==> src/rtl/sap1_pkg.sv <==
// Shared SAP-1 definitions: widths, control-word bit positions, opcodes and
// a helper for detecting bus contention.
package sap1_pkg;

    localparam int DATA_W = 8;
    localparam int ADDR_W = 4;
    localparam int CW_W   = 12;

    // Control-word bit positions, most significant first as issued by the controller
    localparam int CW_CP   = 11;
    localparam int CW_EP   = 10;
    localparam int CW_N_LM = 9;
    localparam int CW_N_CE = 8;
    localparam int CW_N_LI = 7;
    localparam int CW_N_EI = 6;
    localparam int CW_N_LA = 5;
    localparam int CW_EA   = 4;
    localparam int CW_SU   = 3;
    localparam int CW_EU   = 2;
    localparam int CW_N_LB = 1;
    localparam int CW_N_LO = 0;

    localparam logic [3:0] LDA = 4'h1;
    localparam logic [3:0] ADD = 4'h2;
    localparam logic [3:0] SUB = 4'h3;
    localparam logic [3:0] OUT = 4'hE;
    localparam logic [3:0] HLT = 4'hF;

    localparam int NUM_DRIVERS = 5;

    // True when two or more bits of the driver-enable vector are set
    function automatic logic multi_driver(input logic [NUM_DRIVERS-1:0] en);
        return (en & (en - NUM_DRIVERS'(1))) != '0;
    endfunction

endpackage

==> src/rtl/sap1_ram16x8.sv <==
// 16x8 program/data memory: synchronous write port, combinational read port.
module sap1_ram16x8
    import sap1_pkg::*;
(
    input  logic              clk,
    input  logic              we,
    input  logic [ADDR_W-1:0] waddr,
    input  logic [DATA_W-1:0] wdata,
    input  logic [ADDR_W-1:0] raddr,
    output logic [DATA_W-1:0] rdata
);

    logic [DATA_W-1:0] mem [0:(1 << ADDR_W) - 1];

    // No reset: contents must survive a datapath reset
    always_ff @(posedge clk) begin
        if (we) begin
            mem[waddr] <= wdata;
        end
    end

    // A read of the word being written this cycle sees the pre-edge contents
    assign rdata = mem[raddr];

endmodule

==> src/rtl/sap1_datapath.sv <==
// SAP-1 datapath: W-bus multiplexer, PC, MAR, IR, A, B, OUT, carry and ALU,
// with the program RAM as a sub-module.
module sap1_datapath
    import sap1_pkg::*;
(
    input  logic              clk,
    input  logic              n_rst,
    input  logic              cp,
    input  logic              ep,
    input  logic              ea,
    input  logic              su,
    input  logic              eu,
    input  logic              n_lm,
    input  logic              n_ce,
    input  logic              n_li,
    input  logic              n_ei,
    input  logic              n_la,
    input  logic              n_lb,
    input  logic              n_lo,
    output logic [3:0]        instruction,
    output logic [DATA_W-1:0] out_reg,
    output logic              carry,
    output logic [DATA_W-1:0] bus,
    output logic              bus_err,
    input  logic              prog_we,
    input  logic [ADDR_W-1:0] prog_addr,
    input  logic [DATA_W-1:0] prog_data
);

    logic [ADDR_W-1:0]      pc_reg;
    logic [ADDR_W-1:0]      mar_reg;
    logic [DATA_W-1:0]      ir_reg;
    logic [DATA_W-1:0]      a_reg;
    logic [DATA_W-1:0]      b_reg;
    logic [DATA_W-1:0]      ram_data;
    logic [DATA_W-1:0]      b_operand;
    logic [DATA_W:0]        alu_sum;
    logic [NUM_DRIVERS-1:0] drv_en;

    sap1_ram16x8 u_ram (
        .clk   (clk),
        .we    (prog_we),
        .waddr (prog_addr),
        .wdata (prog_data),
        .raddr (mar_reg),
        .rdata (ram_data)
    );

    // Subtraction is A + ~B + 1; bit 8 is carry for add, not-borrow for subtract
    assign b_operand = su ? ~b_reg : b_reg;
    assign alu_sum   = {1'b0, a_reg} + {1'b0, b_operand} + {{DATA_W{1'b0}}, su};

    assign drv_en = {ep, ~n_ce, ~n_ei, ea, eu};

    always_comb begin
        bus = '0;
        if (ep) begin
            bus = {{(DATA_W - ADDR_W){1'b0}}, pc_reg};
        end else if (!n_ce) begin
            bus = ram_data;
        end else if (!n_ei) begin
            bus = {{(DATA_W - ADDR_W){1'b0}}, ir_reg[ADDR_W-1:0]};
        end else if (ea) begin
            bus = a_reg;
        end else if (eu) begin
            bus = alu_sum[DATA_W-1:0];
        end
    end

    // Every load samples the pre-edge bus, so a driving register reloads itself
    always_ff @(posedge clk) begin
        if (!n_rst) begin
            pc_reg  <= '0;
            mar_reg <= '0;
            ir_reg  <= '0;
            a_reg   <= '0;
            b_reg   <= '0;
            out_reg <= '0;
            carry   <= 1'b0;
            bus_err <= 1'b0;
        end else begin
            if (cp) begin
                pc_reg <= pc_reg + ADDR_W'(1);
            end
            if (!n_lm) begin
                mar_reg <= bus[ADDR_W-1:0];
            end
            if (!n_li) begin
                ir_reg <= bus;
            end
            if (!n_la) begin
                a_reg <= bus;
            end
            if (!n_la && eu) begin
                carry <= alu_sum[DATA_W];
            end
            if (!n_lb) begin
                b_reg <= bus;
            end
            if (!n_lo) begin
                out_reg <= bus;
            end
            if (multi_driver(drv_en)) begin
                bus_err <= 1'b1;
            end
        end
    end

    assign instruction = ir_reg[DATA_W-1:DATA_W-4];

endmodule

==> config.mk <==
export PLATFORM = sky130hd
export DESIGN_NAME = sap1_datapath
export DESIGN_NICKNAME = d
export VERILOG_FILES = /design/src/rtl/sap1_pkg.sv /design/src/rtl/sap1_ram16x8.sv /design/src/rtl/sap1_datapath.sv
export SDC_FILE = /design/constraint.sdc
export NUM_CORES = 1
export LEC_CHECK = 0
export BUFFER_PORTS_ARGS = -buffer_cell sky130_fd_sc_hd__clkbuf_2
export CAP_MARGIN = 10
export CORE_MARGIN = 3
export CORE_UTILIZATION = 65
export DETAILED_ROUTE_END_ITERATION = 8
export GPL_ROUTABILITY_DRIVEN = 0
export PLACE_DENSITY = 0.95
export SLEW_MARGIN = 20
export SYNTH_ARGS = -nofsm -noshare
export SYNTH_HDL_FRONTEND = slang
export SYNTH_SLANG_ARGS = --single-unit
==> constraint.sdc <==
create_clock -name clk -period 4.2 [get_ports clk]
set_clock_uncertainty 0.15 [all_clocks]
set_input_delay 0.21 -clock clk [delete_from_list [all_inputs] [get_ports clk]]
set_output_delay 0.21 -clock clk [all_outputs]
set_load 0.1 [all_outputs]
**After elaboration in Yosys (flattened, before gate mapping)**

Memory sizes are Yosys's and may differ from the RTL's. A register that Yosys moved wholly into a read port is not among the register bits.
Index checks and enable logic that the tools add are counted.

- Bitwise logic cells: 4
- Reduce and logical (&&, ||, !) cells: 3
- Multiplexer cells: 10
- Add/sub/neg operators: 4

Operators with widths:

| kind | number |
|---|---|
| two-way mux 8 bit | 6 |
| adder 8 x 8 -> 9 bit | 1 |
| adder 9 x 1 -> 9 bit | 1 |
| two-way mux 4 bit | 2 |
| NOT 8 bit | 1 |
| bitwise AND 5 bit | 1 |
| nonzero test 5 bit | 1 |
| subtractor 5 x 1 -> 5 bit (second input constant) | 1 |
| adder 4 x 1 -> 4 bit (second input constant) | 1 |
| two-way mux 1 bit | 2 |
| NOT 1 bit | 2 |
| logical AND 1 bit | 1 |
| logical NOT 1 bit | 1 |

- Output and inout bits: 22
- Register bits: 42
- Bits of input ports: 27
- Bits in writable memories: 128
- Word-level logic and storage cells: 30
- Memories kept: 1

Memories:

| memory | depth | width | read ports | clocked after memory_dff | write ports | line | RTL |
|---|---|---|---|---|---|---|---|
| u_ram.mem | 16 | 8 | 1 | 1 | 1 | sap1_ram16x8.sv:13 | `logic [DATA_W-1:0] mem [0:(1 << ADDR_W) - 1];` |

**Logic depth before layout (Yosys ltp)**

- Word-level depth: 11
- Gate-level depth with buffers: 9
- Depth with buffers taken out: 8

**By module**

From an unflattened synthesis, not the netlist that was laid out.

- Cells, all modules: 518
- Area total of the unflattened synthesis: 7502.2 µm²

Modules (own cells, without submodules):

| module | seq. area each (µm²) | area an instance (µm²) | instances | cells each |
|---|---|---|---|---|
| sap1_ram16x8 | 3843.7 | 4987.3 | 1 | 221 |
| sap1_datapath | 840.8 | 2514.9 | 1 | 297 |

**Worst setup path before layout**

No wires, ideal clock.

- Kind: register to output
- Start point: register b_reg[0]
- End point: output bus[4]
- Data required time: 3.840 ns
- Buffers on the path: 0
- Slack: 0.723 ns
- Arrival time: 3.117 ns
- Stages on the path, launching flop included: 9
- Cells stage by stage: dfxtp_1 mux2_4 inv_1 fa_1 nor2b_1 o21ai_0 a211oi_1 a211oi_1 a21oi_1

- Longest elaborated chain between the ends: 9

RTL lines:

| what | line | RTL |
|---|---|---|
| from (decl) | sap1_datapath.sv:34 | `logic [DATA_W-1:0] b_reg;` |
| from (signal assigned) | sap1_datapath.sv:98 | `b_reg <= bus;` |
| NOT 8 bit | sap1_datapath.sv:50 | `assign b_operand = su ? ~b_reg : b_reg;` |
| two-way mux 8 bit * | sap1_datapath.sv:50 |  |
| adder 8 x 8 -> 9 bit * | sap1_datapath.sv:51 | `assign alu_sum = {1'b0, a_reg} + {1'b0, b_operand} + {{DATA_W{1'b0}}, su};` |
| adder 9 x 1 -> 9 bit * | sap1_datapath.sv:51 |  |
| two-way mux 8 bit * | sap1_datapath.sv:65 | `end else if (eu) begin` |
| two-way mux 8 bit * | sap1_datapath.sv:63 | `end else if (ea) begin` |
| two-way mux 8 bit * | sap1_datapath.sv:61 | `end else if (!n_ei) begin` |
| two-way mux 8 bit * | sap1_datapath.sv:59 | `end else if (!n_ce) begin` |
| two-way mux 8 bit * | sap1_datapath.sv:57 | `if (ep) begin` |
| to (decl) | sap1_datapath.sv:23 | `output logic [DATA_W-1:0] bus,` |

Mark *: on every way between the ends. The rest lies on a longest branch, timed or not.

**Worst setup path after layout**

- Start point: register b_reg[1]
- End point: output bus[4]

Same word-level chain as after synthesis.

==> impl_summary.md <==
Run status
The flow ran to the end, and the final reports show no timing, DRC or antenna violations.

Route
The final antenna-violating net count is 0. The detailed router placed 5,087 vias in this run. The total wire length is 18,100 um. The first-pass detailed-route iteration total is 6. The vias per cell is 6.88.

After detailed routing, the average wire length per cell comes to 24.4 um. The number of design-rule violations left by the first detailed-router iteration is 578. In the routed design, unresolved DRC markers number 0.

Placement
The post-detailed-placement half-perimeter wirelength is 11,700 um. The placed instance area is 7890 um2. Prior to clock tree synthesis, the placed netlist has a worst setup slack of 1.07 ns. The quantity of I/O buffers inserted on ports is 48.

Power
In this run, the combinational gates consume 12.1% of the power. In this run the power density over the cells is 467 nW/um2. VDD sags by at most 0.395 mV. The analysis attributes to net switching a power of 1.03 mW.

The relative contribution of sequential cells to total power is 49.0%. The internal power component is 2.93 mW. The static power due to leakage is 3.01 nW. The switching share of total power is 25.9%.

The proportion of power drawn by the clock network is 39.0%. The total chip power is 3.96 mW.

Clock network
In this run the deepest clock path goes through 2 buffers. For this design, the sink count on the clock tree is 174. The H-tree was split into 4 levels. The cell sitting at the root of the clock tree is a clkbuf_16. The number of buffers created by CTS is 17.

The worst-skew pair later-pin latency is 0.43 ns. Once the clock tree was built, the setup fixing pass inserted 0 buffers. The clock tree from TritonCTS is built. After clock tree synthesis, the clock-pin slew on the worst setup and hold paths is 0.07 ns.

Cells and area
The total number of nets in the final design is 623. The share of final-layout standard cells stronger than drive strength 1 is 20.0%. The total inserted antenna cells is 0.

The number of inserted filler cells in the final layout is 652. The cell area after layout is 8480 um2. The layout overhead on the synthesized area is 11.5%. In the layout the commonest cells are edfxtp_1 (128), clkbuf_2 (48), dfxtp_1 (45), nor2_1 (41), mux4_2 (26). The most common library cell in the layout ignoring fill and taps is edfxtp_1.

The register with the most flip-flops in the layout has 128 of them. u_ram.mem holds more flip-flops than any other register.

Global routing
The via count of the first global-routing pass is 5,129. The first global-routing pass estimated 27,800 um of wire. The final global-route overflow total is 0. The initial antenna violation count is 0. The combined global-route utilization of all metal layers is 29.1%. The largest net degree at the start of global routing is 35.

Critical path
The worst setup path is captured at an output port. The maximum fanout encountered on the critical timing path is 5. The data arrival time of the worst path is 3.20 ns. The worst setup path category is reg -> out. The kind of launch point of the worst setup path is a flop. For the worst setup path, the data required time is 3.84 ns.

Flow run
The tool flagged a number of max-cap violations equal to 0.

Synth
The area share of the largest cell type after synthesis is 50.5%. The number of nets in the synthesized netlist is 581. In the synthesized netlist the dominant register cell turns out to be edfxtp_1. Of all cell types, the one taking the most synthesized area is edfxtp_1. In this run, distinct cell masters in the synthesized netlist total 67. The mapped cell area is 7600 um2. In this run, synthesis produced a sequential element count of 174. Counting flops with an async set or reset pin after synthesis yields a share of 0%. Yosys printed 0 warnings. Summing the sequential cell areas from Yosys gives 62.7% of the chip area. Synthesis produced 544 cells. The synthesized design contains 128 enable-type register cells.

The per-instance average area after synthesis is 14.0 um2. After synthesis, the cell types taking the most area are edfxtp_1 (51%), dfxtp_1 (12%), mux4_2 (7.7%), mux2i_1 (2.2%), nor2_1 (2.1%).

STA
At the pin with the least slew margin, the transition time is 1.13 ns. The number of hold violations in the final report is 0. The final setup violation count is 0. The count of pins over their slew limit is 0. The worst path uses 84.8% of the clock period. Timing would allow up to 281 MHz. Setup total negative slack on the finished layout was measured at 0 ns. The max-slew headroom at the worst pin is 24.1%. Setup repair after global routing left no endpoint under its margin. Counting I/O delays and the setup requirement, the final critical path takes 3.56 ns. The setup slack of the critical path after layout is 0.638 ns.

Die
The y dimension of the die is 114 um. The die outline area is 13,000 um2. Measured along the x axis, the die boundary spans 114 um. During I/O placement, the number of pins put on the boundary was 49. The initial standard-cell utilization of the core is 68.4%. The placeable core region is 11,100 um2.

The floorplan row count is 38.

Hold path
The path class of the lowest-slack min-delay path is in -> reg.
routing by layer:
layer	routed length [um]	global-route usage [%]
met5	0	0
met4	529	12.0
met3	1600	7.56
met2	9600	50.9
met1	6320	34.3
final cells by class:
cell class / instances / area, um2 / share of cell area, %
Clock buffer: 21 / 440 / 5.19
Multi-Input combinational cell: 318 / 2600 / 30.6
Inverter: 20 / 75.1 / 0.885
Timing Repair Buffer: 55 / 298 / 3.51
Tap cell: 140 / 175 / 2.06
Clock inverter: 11 / 133 / 1.56
Sequential cell: 174 / 4770 / 56.2
power groups by stage:
stage	logic, mW	clock network (mW)	registers [mW]
3_5_place_dp	0.466	0	1.97
5_1_grt	0.506	1.62	1.94
4_1_cts	0.473	1.56	1.94
6_report	0.478	1.54	1.94
2_1_floorplan	0.331	0	1.99
3_3_place_gp	0.447	0	1.97
Yosys cell counts, drive strengths merged, types with 5 or more instances:
cell / instances
edfxtp: 128
dfxtp: 46
nor2: 42
mux4: 26
nand2: 24
o21ai: 22
nand3: 20
inv: 19
clkbuf: 17
mux2i: 17
buf: 15
a21oi: 14
o211ai: 12
a2bb2oi: 10
o311a: 10
xor2: 10
ha: 9
nand2b: 7
nor2b: 7
nor3: 7
o311ai: 6
a22oi: 5
o41ai: 5
logic make-up (layout without fill, tap and decap cells):
logic type | after synthesis | count (layout) | synth area share (%)
AOI/OAI and AO/OA | 120 | 120 | 11.8
xor gates and xnor gates | 12 | 12 | 1.38
and+or+nand+nor | 128 | 128 | 8.29
adders and majority gates | 11 | 11 | 1.88
muxes | 47 | 47 | 10.6
DFF | 174 | 174 | 62.7
buffers and inverters | 52 | 107 | 3.37
stage by stage:
stage          std cells  utilization, %  hold WS (ns)
6_report             739            76.2        0.0201
3_5_place_dp         705            70.9         0.301
2_1_floorplan        544               -         0.159
5_1_grt              739            76.2        0.0451
3_3_place_gp         705            70.9         0.284
4_1_cts              739            76.2       0.00144
critical path: stages (launching register included):
cell and delay, ns:
dfxtp_1 0.38, xor2_1 0.23, inv_1 0.10, fa_1 0.39, nor2b_1 0.19, o21ai_0 0.13
and4_1 0.23, a211oi_1 0.57, a21oi_1 0.15, clkbuf_2 0.40
worst paths after layout:
check / cells after the start / to / slack, ns / from
worst min register to register: 2 / bus_err / 0.31 / bus_err
worst max-delay path: 9 / bus[4] / 0.64 / b_reg[1]
worst max register to register: 8 / b_reg[4] / 1.48 / b_reg[1]
worst min-delay path: 1 / u_ram.mem[13][4] / 0.02 / prog_data[4]
timing repair:
item,in CTS,in global routing
hold buffers,2,0
hold endpoints to repair,7,0
gates resized for setup,0,0
(Power assumes the default switching activity.)
